<file path="src/rtl/grain_prog_pkg.sv">
// Shared types and defaults for the configuration-chain loader.
// Holds the loader state encoding and the default bitstream word width.
package grain_prog_pkg;

  typedef enum logic [1:0] {
    IDLE   = 2'd0,
    FETCH  = 2'd1,
    SHIFT  = 2'd2,
    FINISH = 2'd3
  } loader_state_t;

  localparam int DEFAULT_WORD_W    = 8;
  localparam int DEFAULT_CHAIN_LEN = 64;

endpackage

</file>
<file path="src/rtl/prog_word_shifter.sv">
// Parallel-in serial-out word register for the chain loader: loads a word,
// shifts it out LSB first and tracks how many bits remain in the word.
module prog_word_shifter
  import grain_prog_pkg::*;
#(
  parameter int WORD_W = DEFAULT_WORD_W
) (
  input  logic              clk,
  input  logic              rst,
  input  logic              load,
  input  logic [WORD_W-1:0] load_data,
  input  logic              shift,
  output logic              bit_out,
  output logic              last,
  output logic              empty
);

  localparam int CNT_W = $clog2(WORD_W + 1);

  logic [WORD_W-1:0] shreg_reg;
  logic [CNT_W-1:0]  cnt_reg;

  always_ff @(posedge clk) begin
    if (rst) begin
      shreg_reg <= '0;
      cnt_reg   <= '0;
    end else if (load) begin
      shreg_reg <= load_data;
      cnt_reg   <= CNT_W'(WORD_W);
    end else if (shift && (cnt_reg != '0)) begin
      shreg_reg <= shreg_reg >> 1;
      cnt_reg   <= cnt_reg - CNT_W'(1);
    end
  end

  assign bit_out = shreg_reg[0];
  assign last    = (cnt_reg == CNT_W'(1));
  assign empty   = (cnt_reg == '0);

endmodule

</file>
<file path="src/rtl/prog_chain_loader.sv">
// Serialises a word-oriented bitstream into the prog_mux configuration chain,
// emitting exactly CHAIN_LEN shift cycles. Optional readback: PROG_LOADER_READBACK_EN.
module prog_chain_loader
  import grain_prog_pkg::*;
#(
  parameter int CHAIN_LEN = DEFAULT_CHAIN_LEN,
  parameter int WORD_W    = DEFAULT_WORD_W
) (
  input  logic              clk,
  input  logic              rst,
  input  logic              start,
  input  logic [WORD_W-1:0] wr_data,
  input  logic              wr_valid,
  output logic              wr_ready,
  output logic              prog_en,
  output logic              prog_in,
  input  logic              prog_out,
  output logic              busy,
  output logic              done,
  output logic [WORD_W-1:0] rb_data,
  output logic              rb_valid
);

  localparam int BL_W = $clog2(CHAIN_LEN + 1);

  loader_state_t   state_reg;
  logic [BL_W-1:0] bits_left_reg;
  logic            prog_en_reg;
  logic            busy_reg;
  logic            done_reg;

  logic word_load;
  logic word_shift;
  logic word_bit;
  logic word_last;
  logic word_empty;

  assign wr_ready   = (state_reg == FETCH);
  assign word_load  = wr_ready & wr_valid;
  assign word_shift = (state_reg == SHIFT) & ~word_empty;

  prog_word_shifter #(
    .WORD_W (WORD_W)
  ) u_shifter (
    .clk       (clk),
    .rst       (rst),
    .load      (word_load),
    .load_data (wr_data),
    .shift     (word_shift),
    .bit_out   (word_bit),
    .last      (word_last),
    .empty     (word_empty)
  );

  // prog_en is set on entry to SHIFT so it is high exactly in SHIFT cycles.
  always_ff @(posedge clk) begin
    if (rst) begin
      state_reg     <= IDLE;
      bits_left_reg <= '0;
      prog_en_reg   <= 1'b0;
      busy_reg      <= 1'b0;
      done_reg      <= 1'b0;
    end else begin
      done_reg <= 1'b0;
      case (state_reg)
        IDLE: begin
          if (start) begin
            state_reg     <= FETCH;
            busy_reg      <= 1'b1;
            bits_left_reg <= BL_W'(CHAIN_LEN);
          end
        end
        FETCH: begin
          if (wr_valid) begin
            state_reg   <= SHIFT;
            prog_en_reg <= 1'b1;
          end
        end
        SHIFT: begin
          bits_left_reg <= bits_left_reg - BL_W'(1);
          if (bits_left_reg == BL_W'(1)) begin
            state_reg   <= FINISH;
            prog_en_reg <= 1'b0;
            busy_reg    <= 1'b0;
            done_reg    <= 1'b1;
          end else if (word_last) begin
            state_reg   <= FETCH;
            prog_en_reg <= 1'b0;
          end
        end
        FINISH: begin
          state_reg <= IDLE;
        end
        default: begin
          state_reg   <= IDLE;
          prog_en_reg <= 1'b0;
          busy_reg    <= 1'b0;
        end
      endcase
    end
  end

  assign prog_en = prog_en_reg;
  assign prog_in = word_bit;
  assign busy    = busy_reg;
  assign done    = done_reg;

`ifdef PROG_LOADER_READBACK_EN
  localparam int RC_W = $clog2(WORD_W + 1);

  logic [WORD_W-1:0] rb_pack_reg;
  logic [WORD_W-1:0] rb_pack_next;
  logic [WORD_W-1:0] rb_data_reg;
  logic [RC_W-1:0]   rb_cnt_reg;
  logic              rb_valid_reg;

  // The chain tail is sampled while it is being shifted, so samples arrive tail first.
  for (genvar gi = 0; gi < WORD_W; gi++) begin : g_rb_bit
    assign rb_pack_next[gi] = (rb_cnt_reg == RC_W'(gi)) ? prog_out : rb_pack_reg[gi];
  end

  always_ff @(posedge clk) begin
    if (rst) begin
      rb_pack_reg  <= '0;
      rb_data_reg  <= '0;
      rb_cnt_reg   <= '0;
      rb_valid_reg <= 1'b0;
    end else begin
      rb_valid_reg <= 1'b0;
      if (prog_en_reg) begin
        if (rb_cnt_reg == RC_W'(WORD_W - 1)) begin
          rb_data_reg  <= rb_pack_next;
          rb_valid_reg <= 1'b1;
          rb_pack_reg  <= '0;
          rb_cnt_reg   <= '0;
        end else begin
          rb_pack_reg <= rb_pack_next;
          rb_cnt_reg  <= rb_cnt_reg + RC_W'(1);
        end
      end else if ((state_reg == FINISH) && (rb_cnt_reg != '0)) begin
        rb_data_reg  <= rb_pack_reg;
        rb_valid_reg <= 1'b1;
        rb_pack_reg  <= '0;
        rb_cnt_reg   <= '0;
      end
    end
  end

  assign rb_data  = rb_data_reg;
  assign rb_valid = rb_valid_reg;
`else
  logic prog_out_unused;
  assign prog_out_unused = prog_out;
  assign rb_data         = '0;
  assign rb_valid        = 1'b0;
`endif

endmodule

</file>
<file path="config.mk">
export PLATFORM = sky130hd
export DESIGN_NAME = prog_chain_loader
export DESIGN_NICKNAME = d
export VERILOG_FILES = /design/src/rtl/grain_prog_pkg.sv /design/src/rtl/prog_word_shifter.sv /design/src/rtl/prog_chain_loader.sv
export SDC_FILE = /design/constraint.sdc
export NUM_CORES = 1
export LEC_CHECK = 0
export BUFFER_PORTS_ARGS = -buffer_cell sky130_fd_sc_hd__buf_2
export CAP_MARGIN = 0
export CORE_MARGIN = 2
export CORE_UTILIZATION = 57
export DETAILED_ROUTE_END_ITERATION = 7
export MAX_ROUTING_LAYER = met4
export PLACE_DENSITY = 0.83
export RECOVER_POWER = 25
export SYNTH_ARGS = -nofsm -noshare
export SYNTH_HDL_FRONTEND = slang
export SYNTH_SLANG_ARGS = --single-unit
</file>
<file path="constraint.sdc">
create_clock -name clk -period 3.2 [get_ports clk]
set_input_delay 0.8 -clock clk [delete_from_list [all_inputs] [get_ports clk]]
set_output_delay 0.8 -clock clk [all_outputs]
set_load 0.05 [all_outputs]
</file>
==> Yosys cells after proc, flatten, opt, wreduce, memory -nomap -nowiden <==
Cells that the tools add are included.
{ "totals": {"ff_bits": 24, "input_bits": 13, "out_inout_bits": 14, "wordCells": 55} }
{ "op_classes": {"n_addsub": 2, "eq_ne": 9, "mux": 19, "bitwise": 4, "n_reduce_logical": 13} }
{ "op_table": {"columns": ["operator", "n"], "rows": [
  ["$mux 8", 2],
  ["$pmux 7 s2", 1],
  ["$reduce_and 3->1", 3],
  ["$mux 2", 4],
  ["$mux 4", 2],
  ["$pmux 2 s4", 1],
  ["$eq 7x1->1 const B", 1],
  ["$mux 7", 1],
  ["$sub 7x1->7 const B", 1],
  ["$mux 1", 6],
  ["$reduce_bool 2->1", 3],
  ["$eq 2x2->1 const B", 2],
  ["$eq 4x1->1 const B", 1],
  ["$logic_not 4->1", 1],
  ["$ne 2x2->1 const B", 2],
  ["$pmux 1 s2", 2],
  ["$reduce_bool 4->1", 1],
  ["$reduce_or 2->1", 2],
  ["$sub 4x1->4 const B", 1],
  ["$ne 3x1->1 const B", 1],
  ["$and 1x1->1", 2],
  ["$eq 2x1->1 const B", 1],
  ["$logic_not 2->1", 1],
  ["$ne 2x1->1 const B", 1],
  ["other kinds (3)", 4]
]} }

==> Longest topological paths before layout <==
{ "logic_depth": {"word_depth": 6, "ltp_mapped": 7, "depth_no_buf": 6} }

==> Hierarchy <==
From an unflattened synthesis, not the netlist that was laid out.
{ "hier_totals": {"hier_cells": 155, "hier_area_um2": 1375.1} }
{ "modules_own_cells": {"columns": ["mod", "n_inst", "cells_per_inst", "area_each_um2", "seq_area_each_um2"], "rows": [
  ["prog_chain_loader", 1, 84, 718.2, 240.2],
  ["prog_word_shifter", 1, 71, 656.9, 240.2]
]} }

==> Worst setup path before layout <==
No wires, ideal clock.
{ "synth_timing": {"kind": "reg2out", "from": "reg state_reg[1]", "to": "out wr_ready", "t_arrival_ns": 0.901, "required_time_ns": 2.400, "slack_ns": 1.499, "path_stages_with_launch": 3, "path_buffers": 0, "cell_sequence": "dfxtp_1 > inv_1 > ha_1"} }
{ "synth_via": {"elab_chain_len": 1} }
{ "synth_rtl": {"columns": ["item", "line", "text"], "rows": [
  ["start, declared", "prog_chain_loader.sv:26", "loader_state_t state_reg;"],
  ["start signal, assigned", "prog_chain_loader.sv:58", "state_reg <= IDLE;"],
  ["start signal, assigned", "prog_chain_loader.sv:68", "state_reg <= FETCH;"],
  ["start signal, assigned", "prog_chain_loader.sv:75", "state_reg <= SHIFT;"],
  ["$eq 2x1->1", "prog_chain_loader.sv:38", "assign wr_ready = (state_reg == FETCH);"],
  ["end, declared", "prog_chain_loader.sv:14", "output logic wr_ready,"]
]} }
No other way between the ends.

==> Worst setup path after layout <==
Same ends and word-level chain as after synthesis.

==> impl_results.md <==
- Status: completed
- Die footprint: roughly 0.0026 mm²
- Num Clock Sinks: 24
- Clk pwr share: 0.121
- Iter 0 DRT Violations: 26
- Via Count: roughly 1.1k
- Largest family of logic cells by synthesized area: simple AND/OR/NAND/NOR gates
- Power Density: approximately 800 mW/mm²
- DIE WIDTH: between 50 and 60 µm
- Total core area: roughly 0.0022 mm²
- CTS tree: built
- Mux cell area share after synthesis: 0.01575
- Synthesized area: between 0.001 and 0.0015 mm²
- Overall routing resource usage: 0.2028
- WP data arrival: ~1300 ps
- TritonCTS Buffers: 3
- Setup slack after layout: between 1000 and 1500 ps
- Area Overhead vs Synth: 5.905%
- Final Skew: approximately 2.8 ps
- # IOs: 27
- Tmin final: between 2000 and 2500 ps
- Max FFs per register: 8
- Root Buffer Master: clkbuf_4
- Longest Clk Path Bufs: 2
- Worst-margin pin slew: approximately 490 ps
- NumNets Final: around 190
- CTS resizes: 0
- Syn_area_per_cell: between 8 and 9 µm²
- Largest net degree at the start of global routing: 17
- First-pass iteration count of the detailed router: 4
- Total wire length: 2262 µm
- DP Worst Slack: approximately 1300 ps
- Distinct cell type count after synthesis: 34
- Synth Area in Compound Gates: 0.1555
- Switching share of power: 0.4335
- Setup violations, final: 0
- Post-Synthesis Cells: 154
- Final worst-path cycle share: 0.6508
- Core Rows: 17
- Peak VDD IR: 0.5862 mV
- Util after Layout: 0.6205
- Reg clk slew, reported paths: 120 ps
- Vias in the first global route: roughly 980
- Setup TNS: 0 ps
- Max Cap Violations: 0
- Filler instances: a little under 200
- Gate power share: 0.476
- Flop pwr share: 0.403
- Routed Antenna Nets: 0
- Via density: 5.423
- Worst skew pair latency: 300 ps
- Initial Util: 0.5859
- Critical Path Source Type: flip-flop
- Internal power: 0.6084 mW
- Crit Path Category: flip-flop to output port
- Max Clk Rate: 480.1 MHz
- Post-synthesis simple-gate area fraction: 0.2264
- Post-CTS Repair Setup Buffers: 0
- Hpwl dp: roughly 1700 µm
- Gp weighted congestion: about 0.89
- Grt total ovfl: 0
- Initial antenna violation count: 0
- Die Height: ~51 µm
- Post-synthesis xor/xnor area fraction: 0.04823
- Psw: around 0.47 mW
- P_leak: approximately 0.54 nW
- CP Data Required Time: 2400 ps
- Synth Area in Adders: 0.07874
- I/O Buffers: 16
- CP Max Fanout: 5
- Final slew viol count: 0
- Worst rel slew slack: 0.6647
- H-tree Lvls: 1
- Share of layout cells above drive strength 1: 0.1369
- Final hold viol count: 0
- Residual DRC count: 0
- Flops & latches, synth: 24
- Unrepaired setup endpoints after global routing: no
- Post-cts hold buffer count: 0
- Sequential area share after synthesis: 0.3780
- First-pass GRT wire length: approximately 3900 µm
- Synth warn: 0
- Antenna fix cells: 0
- Per-cell routed wire length: roughly 12 µm
- Min-Delay Path Class: flip-flop to flip-flop
- Critical path endpoint category: output port
==> worst paths after layout <==
check / startpoint / end / slack (ps) / depth (start not counted)
worst max-delay path: state_reg[1] / wr_ready / 1120 / 3
worst min-delay path: u_shifter.shreg_reg[1] / u_shifter.shreg_reg[1] / 480 / 2
worst max register to register: state_reg[0] / u_shifter.cnt_reg[1] / 1270 / 5
worst min register to register: u_shifter.shreg_reg[1] / u_shifter.shreg_reg[1] / 480 / 2
==> placed cells by master, fill, tap and decap left out, types with 2 or more instances in the layout <==
cell      count
dfxtp_1      24
nand2_1      23
buf_2        16
nor2_1       10
o21ai_0      10
conb_1        9
inv_1         8
a21oi_1       8
ha_1          8
nand3_1       7
a31oi_1       7
nor3_1        5
xor2_1        4
nand2b_1      4
xnor2_1       3
clkbuf_4      3
mux2i_1       2
nand4b_1      2
==> metal layers <==
layer	vias up	GRT usage	wire length (µm)	part of all wire
li1	540	-	-	-
met1	503	0.2292	1028	0.45
met2	18	0.3463	1147	0.51
met3	2	0.02924	68	0.030
met4	0	0.1096	17	0.0075
met5	-	-	0	0
==> worst max-delay path: stages (launching register included) <==
cell and delay (ps):
dfxtp_1 370, inv_1 120, ha_1 210, buf_2 280
==> area by class of cell <==
cell class                      count  area [µm²]  area share
Multi-Input combinational cell    117       698.2      0.5186
Sequential cell                    24       480.5      0.3569
Timing Repair Buffer               16       80.08     0.05948
Tap cell                           28       35.03     0.02602
Inverter                            8       30.03     0.02230
Clock buffer                        3       22.52     0.01673
==> power groups by stage <==
stage,sequential (mW),clock [mW],combinational [mW]
floorplan,0.476,0,0.389
global placement,0.435,0,0.492
detailed placement,0.439,0,0.511
CTS,0.432,0.134,0.513
global route,0.442,0.141,0.572
finish,0.433,0.130,0.512
==> metrics by stage <==
step / total power [mW] / hold slack [ps] / cells / cell area [µm²]
finish: 1.074 / 480.7 / 196 / 1346
global route: 1.155 / 495.4 / 196 / 1346
CTS: 1.079 / 480.4 / 196 / 1349
detailed placement: 0.9500 / 462.6 / 193 / 1326
global placement: 0.9263 / 454.6 / 193 / 1326
floorplan: 0.8646 / 448.1 / 162 / 1301
==> cells by family (layout without fill, tap and decap cells) <==
group           count (synthesis)  count (layout)
fa+ha+maj                       8               8
compound gates                 32              32
other cells                     1               9
xor+xnor                        7               7
buf+inv                        21              27
simple gates                   59              59
flops                          24              24
mux                             2               2
==> cell usage after synthesis <==
master | count | area [µm²]
nor2b_1 | 1 | 6.260
nor2_1 | 10 | 37.54
buf_6 | 1 | 11.26
and2_1 | 1 | 6.260
or3b_4 | 1 | 11.26
o31ai_1 | 1 | 7.510
o211ai_1 | 1 | 7.510
nand3_1 | 7 | 35.03
nor3_1 | 5 | 25.02
or3b_2 | 1 | 8.760
and2_4 | 1 | 8.760
or3_1 | 1 | 6.260
nand3b_1 | 1 | 7.510
a31oi_1 | 7 | 43.79
mux2i_1 | 2 | 20.02
nand4b_1 | 2 | 17.52
a31o_2 | 1 | 8.760
nand2b_1 | 4 | 25.02
conb_1 | 1 | 3.750
xor2_1 | 4 | 35.03
xnor2_1 | 3 | 26.28
dfxtp_1 | 24 | 480.5
a2111oi_2 | 1 | 15.01
nand2_1 | 23 | 86.33
buf_4 | 9 | 67.56
ha_1 | 8 | 100.1
clkbuf_1 | 3 | 11.26
o32ai_1 | 1 | 8.760
a22oi_1 | 1 | 7.510
o21ai_0 | 10 | 50.05
a221oi_1 | 1 | 8.760
inv_1 | 8 | 30.03
nor4_1 | 1 | 6.260
a21oi_1 | 8 | 40.04
No activity file was read; power rests on OpenSTA's default activity.
